===== src/rtl/pll_supervisor_if.sv =====
// Control and status bundle between the PLL supervisor and its environment.
// The slave side is the supervisor; the master side drives the lock and restart inputs.
interface pll_supervisor_if;
   logic       locked;
   logic       restart;
   logic       pll_resetb;
   logic       sys_reset;
   logic       ready;
   logic       fail;
   logic [3:0] retries;
   logic [7:0] lock_losses;
   logic [2:0] state;

   modport master (
      output locked, restart,
      input  pll_resetb, sys_reset, ready, fail, retries, lock_losses, state
   );

   modport slave (
      input  locked, restart,
      output pll_resetb, sys_reset, ready, fail, retries, lock_losses, state
   );
endinterface


===== src/rtl/pll_supervisor.sv =====
// Bring-up sequencer for the iCE40 PLL: pulses RESETB, qualifies a stable lock,
// then releases the PLL-domain reset; retries on timeout, re-sequences on lock loss.
//
// state     | meaning
// RESET_PLL | pll_resetb held low for RESET_CYCLES
// WAIT_LOCK | PLL released, waiting up to LOCK_TIMEOUT for lock
// STABLE    | lock seen, must hold STABLE_CYCLES consecutive cycles
// RUN       | system reset released, watching for lock loss
// FAIL      | retries exhausted, waits for restart or reset
module pll_supervisor #(
   parameter int RESET_CYCLES  = 4,
   parameter int LOCK_TIMEOUT  = 1000,
   parameter int STABLE_CYCLES = 16,
   parameter int MAX_RETRIES   = 3
) (
   input  logic             clock_in,
   input  logic             reset,
   pll_supervisor_if.slave  bus
);
   localparam int CMAX_A = (RESET_CYCLES > LOCK_TIMEOUT) ? RESET_CYCLES : LOCK_TIMEOUT;
   localparam int CMAX   = (CMAX_A > STABLE_CYCLES) ? CMAX_A : STABLE_CYCLES;
   localparam int CW     = (CMAX > 1) ? $clog2(CMAX) : 1;

   localparam logic [CW-1:0] RESET_TC  = CW'(RESET_CYCLES - 1);
   localparam logic [CW-1:0] TIMEOUT_TC = CW'(LOCK_TIMEOUT - 1);
   localparam logic [CW-1:0] STABLE_TC = CW'(STABLE_CYCLES - 1);
   localparam logic [3:0]    MAX_R     = 4'(MAX_RETRIES);

   typedef enum logic [2:0] {
      RESET_PLL = 3'd0,
      WAIT_LOCK = 3'd1,
      STABLE    = 3'd2,
      RUN       = 3'd3,
      FAIL      = 3'd4
   } state_t;

   state_t        state_q, state_d;
   logic [CW-1:0] cnt_q, cnt_d;
   logic          meta_q, locked_s_q;
   logic [3:0]    retries_q, retries_d;
   logic [7:0]    losses_q, losses_d;
   logic          pll_resetb_q, pll_resetb_d;
   logic          sys_reset_q, sys_reset_d;
   logic          ready_q, ready_d;
   logic          fail_q, fail_d;

   always_ff @(posedge clock_in) begin
      if (reset) begin
         meta_q       <= 1'b0;
         locked_s_q   <= 1'b0;
         state_q      <= RESET_PLL;
         cnt_q        <= '0;
         retries_q    <= '0;
         losses_q     <= '0;
         pll_resetb_q <= 1'b0;
         sys_reset_q  <= 1'b1;
         ready_q      <= 1'b0;
         fail_q       <= 1'b0;
      end else begin
         meta_q       <= bus.locked;
         locked_s_q   <= meta_q;
         state_q      <= state_d;
         cnt_q        <= cnt_d;
         retries_q    <= retries_d;
         losses_q     <= losses_d;
         pll_resetb_q <= pll_resetb_d;
         sys_reset_q  <= sys_reset_d;
         ready_q      <= ready_d;
         fail_q       <= fail_d;
      end
   end

   always_comb begin
      state_d   = state_q;
      retries_d = retries_q;
      losses_d  = losses_q;
      if (bus.restart) begin
         state_d   = RESET_PLL;
         retries_d = '0;
      end else begin
         case (state_q)
            RESET_PLL: if (cnt_q == RESET_TC) state_d = WAIT_LOCK;
            WAIT_LOCK: begin
               if (locked_s_q) begin
                  state_d = STABLE;
               end else if (cnt_q == TIMEOUT_TC) begin
                  if (retries_q + 4'd1 == MAX_R) begin
                     retries_d = MAX_R;
                     state_d   = FAIL;
                  end else begin
                     retries_d = retries_q + 4'd1;
                     state_d   = RESET_PLL;
                  end
               end
            end
            STABLE: begin
               if (!locked_s_q) begin
                  state_d = WAIT_LOCK;
               end else if (cnt_q == STABLE_TC) begin
                  state_d   = RUN;
                  retries_d = '0;
               end
            end
            RUN: begin
               if (!locked_s_q) begin
                  state_d  = RESET_PLL;
                  losses_d = (losses_q == 8'hFF) ? losses_q : losses_q + 8'd1;
               end
            end
            FAIL:    state_d = FAIL;
            default: state_d = RESET_PLL;
         endcase
      end

      // RUN and FAIL hold the counter so it can never wrap while parked
      if (bus.restart || (state_d != state_q)) begin
         cnt_d = '0;
      end else if ((state_q == RESET_PLL) || (state_q == WAIT_LOCK) || (state_q == STABLE)) begin
         cnt_d = cnt_q + 1'b1;
      end else begin
         cnt_d = cnt_q;
      end

      pll_resetb_d = (state_d == WAIT_LOCK) || (state_d == STABLE) || (state_d == RUN);
      sys_reset_d  = (state_d != RUN);
      ready_d      = (state_d == RUN);
      fail_d       = (state_d == FAIL);
   end

   assign bus.state       = state_q;
   assign bus.pll_resetb  = pll_resetb_q;
   assign bus.sys_reset   = sys_reset_q;
   assign bus.ready       = ready_q;
   assign bus.fail        = fail_q;
   assign bus.retries     = retries_q;
   assign bus.lock_losses = losses_q;
endmodule


===== src/flat_wrapper.sv =====
// flat-port wrapper written by rule: the top's interface ports become plain ports
module pll_supervisor_flat 
#(
   parameter int RESET_CYCLES  = 4,
   parameter int LOCK_TIMEOUT  = 1000,
   parameter int STABLE_CYCLES = 16,
   parameter int MAX_RETRIES   = 3
)
  (clock_in, reset, bus_locked, bus_restart, bus_pll_resetb, bus_sys_reset, bus_ready, bus_fail, bus_retries, bus_lock_losses, bus_state);
  pll_supervisor_if bus_i ();
  input  logic clock_in;
  input  logic reset;
  input wire logic [$bits(bus_i.locked)-1:0] bus_locked;
  input wire logic [$bits(bus_i.restart)-1:0] bus_restart;
  output wire logic [$bits(bus_i.pll_resetb)-1:0] bus_pll_resetb;
  output wire logic [$bits(bus_i.sys_reset)-1:0] bus_sys_reset;
  output wire logic [$bits(bus_i.ready)-1:0] bus_ready;
  output wire logic [$bits(bus_i.fail)-1:0] bus_fail;
  output wire logic [$bits(bus_i.retries)-1:0] bus_retries;
  output wire logic [$bits(bus_i.lock_losses)-1:0] bus_lock_losses;
  output wire logic [$bits(bus_i.state)-1:0] bus_state;
  assign bus_i.locked = bus_locked;
  assign bus_i.restart = bus_restart;
  assign bus_pll_resetb = bus_i.pll_resetb;
  assign bus_sys_reset = bus_i.sys_reset;
  assign bus_ready = bus_i.ready;
  assign bus_fail = bus_i.fail;
  assign bus_retries = bus_i.retries;
  assign bus_lock_losses = bus_i.lock_losses;
  assign bus_state = bus_i.state;
  pll_supervisor #(.RESET_CYCLES(RESET_CYCLES), .LOCK_TIMEOUT(LOCK_TIMEOUT), .STABLE_CYCLES(STABLE_CYCLES), .MAX_RETRIES(MAX_RETRIES)) u_core (.clock_in(clock_in), .reset(reset), .bus(bus_i));
endmodule

===== config.mk =====
export PLATFORM = sky130hd
export DESIGN_NAME = pll_supervisor_flat
export DESIGN_NICKNAME = d
export VERILOG_FILES = /design/src/rtl/pll_supervisor_if.sv /design/src/rtl/pll_supervisor.sv /design/src/flat_wrapper.sv
export SDC_FILE = /design/constraint.sdc
export NUM_CORES = 1
export LEC_CHECK = 0
export ABC_AREA = 1
export ABC_CLOCK_PERIOD_IN_PS = 1900
export BUFFER_PORTS_ARGS = -buffer_cell sky130_fd_sc_hd__clkbuf_2
export CAP_MARGIN = 5
export CORE_ASPECT_RATIO = 0.6
export CORE_MARGIN = 2
export CORE_UTILIZATION = 45
export CTS_CLUSTER_SIZE = 16
export DETAILED_ROUTE_END_ITERATION = 12
export HOLD_SLACK_MARGIN = 0.06
export PLACE_DENSITY = 0.75
export SYNTH_ARGS = -nofsm -noshare
export SYNTH_HDL_FRONTEND = slang
export SYNTH_SLANG_ARGS = --single-unit

===== constraint.sdc =====
create_clock -name clock_in -period 1.9 [get_ports clock_in]
set_input_delay 0.38 -clock clock_in [delete_from_list [all_inputs] [get_ports clock_in]]
set_output_delay 0.38 -clock clock_in [all_outputs]
set_load 0.05 [all_outputs]

* After elaboration in Yosys (flattened, before gate mapping)
Cells that the tools add are included.
** Word-level totals
- Output and inout port bits :: 19
- Register bits :: 31
- Logic and storage cells :: 61
** Operators by class
- Add/subtract/negate cells :: 3
- Muxes and demuxes :: 15
- Eq/ne operators :: 19
- Bitwise gates (word level) :: 3
- Reductions and logical operators :: 11
** Operator list (number)
- $mux W3 :: 8
- $mux W4 :: 5
- $pmux W3 S5 :: 1
- $eq A3 B2 Y1 const B :: 4
- $add A10 B1 Y10 const B :: 1
- $eq A10 B10 Y1 const B :: 1
- $eq A10 B2 Y1 const B :: 1
- $eq A10 B4 Y1 const B :: 1
- $add A8 B1 Y8 const B :: 1
- $eq A8 B8 Y1 const B :: 1
- $pmux W4 S2 :: 1
- $eq A3 B1 Y1 const B :: 2
- $eq A3 B3 Y1 const B :: 2
- $ne A2 B1 Y1 const B :: 3
- $logic_or A1 B1 Y1 :: 5
- $reduce_and A5 Y1 :: 1
- $add A4 B1 Y4 const B :: 1
- $eq A4 B2 Y1 const B :: 1
- $reduce_and A4 Y1 :: 1
- $reduce_or A2 Y1 :: 2
- $logic_not A3 Y1 :: 1
- $ne A3 B2 Y1 const B :: 1
- $ne A3 B3 Y1 :: 1
- $not A1 Y1 :: 3
- 2 further kinds :: 2

* Depth between registers and ports, before layout
Gate-level depths: netlist of run 1.
- Depth after elaboration :: 10
- Depth in mapped cells :: 11

* Worst setup path before layout of run 1
Ideal clock, no wire load.
- Kind :: register to register
- From :: register u_core.losses_q[1] (netlist: u_core.bus.lock_losses[1])
- To :: register u_core.losses_q[3] (netlist: u_core.bus.lock_losses[3])
- Cell stages (with the launch flop) :: 9
- Data required time :: 1841 ps
- Slack :: 213 ps
- Arrival :: 1627 ps
- Period minus slack after synthesis :: 1687 ps
- Cells stage by stage :: dfxtp_1 > ha_1 > inv_1 > nor2_1 > nand4_1 > nand2_2 > nor2_1 > a21oi_1 > o21a_1
** On the way
- Cells in the longest elaborated chain, start to end :: 3
- Elaborated cells on any way between the ends :: 4
** RTL lines
- start, declared :: RTL line pll_supervisor.sv:41 : logic [7:0] losses_q, losses_d;
- start signal, assigned :: RTL line pll_supervisor.sv:65 : losses_q <= losses_d;
- parallel branches: the longest is 3 deep, another holds $add A8 B1 Y8
Parallel ways; which one is timed is not known.
A chain may end at the register's enable or synchronous reset.

* Worst setup path in the final report of run 1
- From :: register u_core.cnt_q[0]
- To :: register u_core.cnt_q[2]
** On the way
- Cells in the longest elaborated chain, start to end :: 8
- Elaborated cells on any way between the ends :: 14
** RTL lines
- start, declared :: RTL line pll_supervisor.sv:38 : logic [CW-1:0] cnt_q, cnt_d;
- start signal, assigned :: RTL line pll_supervisor.sv:63 : cnt_q <= cnt_d;
- $eq A10 B4 Y1 or $eq A10 B10 Y1 (tied branches) :: RTL line pll_supervisor.sv:99, pll_supervisor.sv:86
- $mux W3, on equally long branches :: RTL line pll_supervisor.sv:99, pll_supervisor.sv:86
- $mux W3, on equally long branches :: RTL line pll_supervisor.sv:97, pll_supervisor.sv:84
- $pmux W3 S5 :: RTL line pll_supervisor.sv:81 : case (state_q)
- $mux W3 :: RTL line pll_supervisor.sv:77 : if (bus.restart) begin
- $ne A3 B3 Y1 :: RTL line pll_supervisor.sv:116 : if (bus.restart || (state_d != state_q)) begin
- $logic_or A1 B1 Y1 :: RTL line pll_supervisor.sv:116
- $reduce_or A2 Y1 (no line)
Parallel ways exist; a longest one is shown, timed or not.

==> results.sh, run 1 <==
export IMPL_critPathLaunchType="flip-flop"
export IMPL_fmaxAchievable_mhz=616
export IMPL_place_inst=274
export IMPL_nets=244
export IMPL_ios=23
export IMPL_ctsHoldBuffers=0
export IMPL_synth_main_ff_cell="dfxtp_1"
export IMPL_stdcell_count=281
export IMPL_first_global_vias=1116
export IMPL_cp_end_kind="flip-flop"
export IMPL_syn_avg_cell_area_um2=7.36
export IMPL_worstSetupStartpoint="u_core.cnt_q[0]$_SDFFE_PP0P_"
export IMPL_worstMarginPinSlew_ns=0.355
export IMPL_ir_worst_vdd_v=0.000517
export IMPL_h_tree_depth=2
export IMPL_numClockSinks=31
export IMPL_io_buffers=22
export IMPL_clk_pin_slew_ns=0.06
export IMPL_cts_buffer_depth=2
export IMPL_power_leakage_nw=0.762
export IMPL_start_util_pct=47.2
export IMPL_vias=1341
export IMPL_reg2reg_depth=10
export IMPL_skew_ns=0.00743
export IMPL_status="finished clean"
export IMPL_yosys_cell_count_top_type="nor2_1"
export IMPL_path_cells="ha_1, nand2_1, nor2_1, nand3_1, nand3b_1, nand3_2, nand2_2, nand2_1, nand3_4, nor2_1"
export IMPL_rr_endpoint="u_core.cnt_q[2]$_SDFFE_PP0P_"
export IMPL_dp_hpwl_um=2380
export IMPL_dieHeight_um=49.3
export IMPL_synth_area_leaders="dfxtp_1 40%, nor2_1 11%, nand2_1 7.6%, inv_1 5.9%, xor2_1 5.7%"
export IMPL_core_area_um2=3260
export IMPL_cts_tree="built"
export IMPL_whs_ns=0.290
export IMPL_wire_per_inst_um=10.9
export IMPL_synthArstFlopShare_pct=0
export IMPL_timing_setup_tns_ns=0
export IMPL_post_synth_instance_area_um2=1540
export IMPL_drv_slew=0
export IMPL_rsz0062_at_grt="no"
export IMPL_cp_max_fo=10
export IMPL_placed_area_um2=1680
export IMPL_required_ns=2.06
export IMPL_synth_seq_cells=31
export IMPL_post_cts_resized=0
export IMPL_grt_overflow_total=0
export IMPL_syn2layout_area_growth_pct=15.0
export IMPL_drive_gt1_share_pct=19.1
export IMPL_fin_crit_sh_pct=85.5
export IMPL_synth_top_area_share_pct=40.3
export IMPL_crit_end="u_core.cnt_q[2]$_SDFFE_PP0P_"
export IMPL_routed_wirelength_um=3080
export IMPL_min_period_ns=1.62
export IMPL_slowest_stage="dfxtp_1"
export IMPL_synth_cell_types=27
export IMPL_drc=0
export IMPL_regToRegSetupSlack_ns=0.28
export IMPL_synth_largest_area_cell="dfxtp_1"
export IMPL_row_count=16
export IMPL_gp_congestion=0.956
export IMPL_fin_area_um2=1770
export IMPL_synth_common_cells="46 x nor2_1, 31 x dfxtp_1, 31 x nand2_1"
export IMPL_cts_setup_buffers=0
export IMPL_yosys_warnings=0
export IMPL_ant_nets=0
export IMPL_cts_buffers=5
export IMPL_setup_viol=0
export IMPL_synth_edff_count=0
export IMPL_diodes=0
export IMPL_worstSetupPathType="reg -> reg"
export IMPL_hp_class="in -> reg"
export IMPL_ys_seq_area_share_pct=40.3
export IMPL_cts_root_buf="clkbuf_8"
export IMPL_drv_cap=0
export IMPL_grt_pass1_wl_um=5040
export IMPL_antenna_found_initial=0
export IMPL_grt_max_degree=11
export IMPL_final_hold_viol_count=0
export IMPL_syn_inst=209
export IMPL_syn_nets=217
export IMPL_rr_startpoint="u_core.cnt_q[0]$_SDFFE_PP0P_"
export IMPL_drt_iter0_drc=108
export IMPL_cpPeakStageDelay_ns=0.38
export IMPL_relSlewSlack_pct=76.3
export IMPL_track_usage_pct=16.7
export IMPL_fp_dieW_um=79.5
export IMPL_cellPowerDensity_nw_per_um2=677
export IMPL_clock_latency_ns=0.27
export IMPL_vias_per_cell=4.77
export IMPL_power_mw=1.20
export IMPL_dr_pass1_iters=4
export IMPL_critPathArrivalTime_ns=1.79
export IMPL_die_area_um2=3920
==> routing by layer <==
layer | wire length, um | part of all wire [%] | track usage [%] | vias to the layer above
li1 | - | - | - | 713
met1 | 1700 | 55 | 25.8 | 595
met2 | 1140 | 37 | 20.6 | 31
met3 | 217 | 7.1 | 5.74 | 2
met4 | 14 | 0.46 | 6.03 | 0
met5 | 0 | 0 | 0 | -
==> logic make-up after synthesis <==
kind of cell,share of synthesized area [%]
fa+ha+maj,3.25
compound gates,9.27
buf+inv,8.05
simple gates,31.6
mux,0.650
xor+xnor,6.83
flops,40.3
==> report_power, final <==
| part | total [mW] | switching [mW] | internal (mW) |
|---|---|---|---|
| logic | 0.0350 | 0.0234 | 0.0116 |
| clock network | 0.505 | 0.222 | 0.283 |
| registers | 0.658 | 0.00318 | 0.654 |
==> metrics by stage <==
stage	setup WS (ns)	util (%)
6_report	0.276	54.3
5_1_grt	0.129	54.3
4_1_cts	0.283	54.3
3_5_place_dp	0.259	51.6
3_3_place_gp	0.310	51.6
2_1_floorplan	0.213	-
==> how the worst min path moves through the flow <==
stage                                   startpoint                           end  slack [ns]  cells after the start
after floorplan           u_core.meta_q$_SDFF_PP0_  u_core.locked_s_q$_SDFF_PP0_        0.39                      2
after global routing                    bus_locked      u_core.meta_q$_SDFF_PP0_        0.30                      3
after CTS                               bus_locked      u_core.meta_q$_SDFF_PP0_        0.28                      3
final                                   bus_locked      u_core.meta_q$_SDFF_PP0_        0.29                      3
after detailed placement  u_core.meta_q$_SDFF_PP0_  u_core.locked_s_q$_SDFF_PP0_        0.41                      2
after global placement    u_core.meta_q$_SDFF_PP0_  u_core.locked_s_q$_SDFF_PP0_        0.39                      2
==> worst max-delay path: cells and delay by family (launching register included) <==
kind          cells  cell delay, ns
fa+ha+maj         1            0.22
flops             1            0.38
simple gates      9            0.92
==> sequential cells by signal, indices dropped and copies added, names as in the netlist <==
signal,count
u_core.cnt_q,10
u_core.bus.lock_losses,8
u_core.bus.retries,4
u_core.bus.state,3
u_core.bus.fail,1
u_core.bus.pll_resetb,1
u_core.bus.ready,1
u_core.bus.sys_reset,1
u_core.locked_s_q,1
u_core.meta_q,1
==> placed cells by master (no fill, tap or decap), drive strengths merged <==
cell type / count
nand2: 35
a21oi: 11
nand3: 12
clkbuf: 28
xnor2: 2
o21ai: 12
a21boi: 1
clkinv: 1
mux2i: 1
nor3: 6
o21a: 1
nor3b: 1
xor2: 10
inv: 27
ha: 4
dfxtp: 31
nor2: 49
a31oi: 2
nand4: 1
nand3b: 1
==> layout make-up <==
class / instances / area, um^2
Timing Repair Buffer: 22 / 110
Multi-Input combinational cell: 149 / 795
Clock inverter: 1 / 5.00
Sequential cell: 31 / 621
Tap cell: 45 / 56.3
Clock buffer: 6 / 82.6
Inverter: 27 / 101
Fill cell: 321 / 1490
Note: power is estimated with default switching activity, not from simulation.
==> run 2, diff against run 1 <==
--- a/config.mk
+++ b/config.mk
@@ -15,7 +15,7 @@
 export CTS_CLUSTER_SIZE = 16
 export DETAILED_ROUTE_END_ITERATION = 12
 export HOLD_SLACK_MARGIN = 0.06
-export PLACE_DENSITY = 0.75
+export PLACE_DENSITY = 0.66
 export SYNTH_ARGS = -nofsm -noshare
 export SYNTH_HDL_FRONTEND = slang
 export SYNTH_SLANG_ARGS = --single-unit
==> run 2 against run 1 <==
  * Utilization rose by 1.2 points
  * Register-to-register slack worse by 0.06 ns
  * Critical path depth unchanged
  * Non-clock buffer count up 1
  * Combinational power up 4%
  * First-iteration DRC count decreased by 18%
==> results.sh, run 2 (same netlist as run 1, synthesis figures left out) <==
export IMPL_die_area_um2=3920
export IMPL_skew_ns=0.00226
export IMPL_setup_viol=0
export IMPL_timing_setup_tns_ns=0
export IMPL_met3_usage_pct=5.93
export IMPL_cts_root_buf="clkbuf_8"
export IMPL_routed_wirelength_um=2940
export IMPL_diodes=0
export IMPL_status="finished clean"
export IMPL_cts_setup_buffers=0
export IMPL_final_hold_viol_count=0
export IMPL_busiest_layer="met1"
export IMPL_ir_worst_vdd_v=0.000522
export IMPL_regToRegSetupSlack_ns=0.22
export IMPL_regMostFlops="u_core.cnt_q"
export IMPL_cp_max_fo=10
export IMPL_power_leakage_nw=0.781
export IMPL_intPower_mw=1.09
export IMPL_drive_gt1_share_pct=19.7
export IMPL_syn2layout_area_growth_pct=17.5
export IMPL_grt_max_degree=11
export IMPL_relSlewSlack_pct=79.6
export IMPL_io_buffers=22
export IMPL_power_mw=1.36
export IMPL_drc=0
export IMPL_critPathArrivalTime_ns=1.86
export IMPL_crit_end="u_core.cnt_q[5]$_SDFFE_PP0P_"
export IMPL_required_ns=2.07
export IMPL_first_global_vias=1201
export IMPL_min_period_ns=1.68
export IMPL_dp_hpwl_um=2300
export IMPL_grt_pass1_wl_um=5420
export IMPL_rr_startpoint="u_core.cnt_q[0]$_SDFFE_PP0P_"
export IMPL_vias=1294
export IMPL_antenna_found_initial=0
export IMPL_clock_power_share_pct=49.1
export IMPL_worstMarginPinSlew_ns=0.304
export IMPL_fmaxAchievable_mhz=594
export IMPL_gp_congestion=0.929
export IMPL_cts_tree="built"
export IMPL_switchingPower_mw=0.271
export IMPL_met1_usage_pct=27.5
export IMPL_cts_buffer_depth=2
export IMPL_switching_share_pct=19.9
export IMPL_clk_pin_slew_ns=0.06
export IMPL_fin_crit_sh_pct=88.5
export IMPL_cp_end_kind="flip-flop"
export IMPL_reg2reg_depth=10
export IMPL_globalRouteMet2Util_pct=21.4
export IMPL_start_util_pct=47.2
export IMPL_dr_pass1_iters=4
export IMPL_post_cts_resized=0
export IMPL_worstSetupStartpoint="u_core.cnt_q[0]$_SDFFE_PP0P_"
export IMPL_fp_dieW_um=79.5
export IMPL_cts_buffers=5
export IMPL_track_usage_pct=17.7
export IMPL_clock_latency_ns=0.28
export IMPL_vias_per_cell=4.57
export IMPL_ios=23
export IMPL_pwr_share_seq_pct=48.2
export IMPL_rsz0062_at_grt="no"
export IMPL_layout_commonest_cell="nor2_1"
export IMPL_numClockSinks=31
export IMPL_h_tree_depth=2
export IMPL_core_area_um2=3260
export IMPL_critPathLaunchType="flip-flop"
export IMPL_dieHeight_um=49.3
export IMPL_drv_cap=0
export IMPL_ctsHoldBuffers=0
export IMPL_layout_common_cells="46 x nor2_1, 31 x nand2_1, 31 x dfxtp_1"
export IMPL_drv_slew=0
export IMPL_rr_endpoint="u_core.cnt_q[5]$_SDFFE_PP0P_"
export IMPL_ant_nets=0
export IMPL_grt_overflow_total=0
export IMPL_drt_iter0_drc=89
export IMPL_row_count=16
export IMPL_nets=245
export IMPL_wire_per_inst_um=10.4
export IMPL_cellPowerDensity_nw_per_um2=753
export IMPL_p_comb_share_pct=2.7
export IMPL_hp_class="in -> reg"
export IMPL_worstSetupPathType="reg -> reg"
export IMPL_largest_reg_flops=10
-- run 2: final cells by class --
type,instances,area [um^2]
well taps,45,56.3
clock buffers,6,82.6
fillers,310,1460
repair buffers,23,118
inverters,27,101
clock inverters,2,35.0
multi-input cells,149,795
flip-flops and latches,31,621
-- run 2: power groups by stage --
stage | Clock [mW] | Sequential, mW | Combinational, mW
after CTS | 0.683 | 0.657 | 0.0366
after global routing | 0.719 | 0.657 | 0.0418
final | 0.669 | 0.657 | 0.0363
after floorplan | 0 | 0.672 | 0.0261
after detailed placement | 0 | 0.672 | 0.0364
after global placement | 0 | 0.671 | 0.0367
-- run 2: per-stage QoR --
stage | hold WS, ns | instances | setup WS, ns | area [um^2] | util [%]
after global placement | 0.392 | 275 | 0.260 | 1690 | 51.8
after floorplan | 0.388 | 209 | 0.213 | 1540 | -
after CTS | 0.273 | 283 | 0.228 | 1810 | 55.4
after global routing | 0.306 | 283 | 0.0390 | 1810 | 55.4
after detailed placement | 0.395 | 275 | 0.237 | 1690 | 51.8
final | 0.280 | 283 | 0.218 | 1810 | 55.4
-- run 2: metal layers --
metal	routed length (um)	vias to the layer above	share of wire, %
li1	-	715	-
met1	1670	550	57
met2	1100	29	37
met3	167	0	5.7
met4	0	0	0
met5	0	-	0
-- run 2: how the worst min path moves through the flow --
stage                                        end  depth (start not counted)                     start  slack (ns)
global route            u_core.meta_q$_SDFF_PP0_                          3                bus_locked        0.31
floorplan           u_core.locked_s_q$_SDFF_PP0_                          2  u_core.meta_q$_SDFF_PP0_        0.39
finish                  u_core.meta_q$_SDFF_PP0_                          3                bus_locked        0.28
CTS                     u_core.meta_q$_SDFF_PP0_                          3                bus_locked        0.27
global placement    u_core.locked_s_q$_SDFF_PP0_                          2  u_core.meta_q$_SDFF_PP0_        0.39
detailed placement  u_core.locked_s_q$_SDFF_PP0_                          2  u_core.meta_q$_SDFF_PP0_        0.39
-- run 2: critical path: stages, from the launching register on --
cell and delay, ns:
dfxtp_1 0.37, ha_1 0.21, nand2_1 0.06, nor2_1 0.09
nand3_1 0.18, nand3b_1 0.16, nand3_2 0.12, nand2_2 0.10
nand2_1 0.09, nand3_4 0.14, nor2_1 0.06
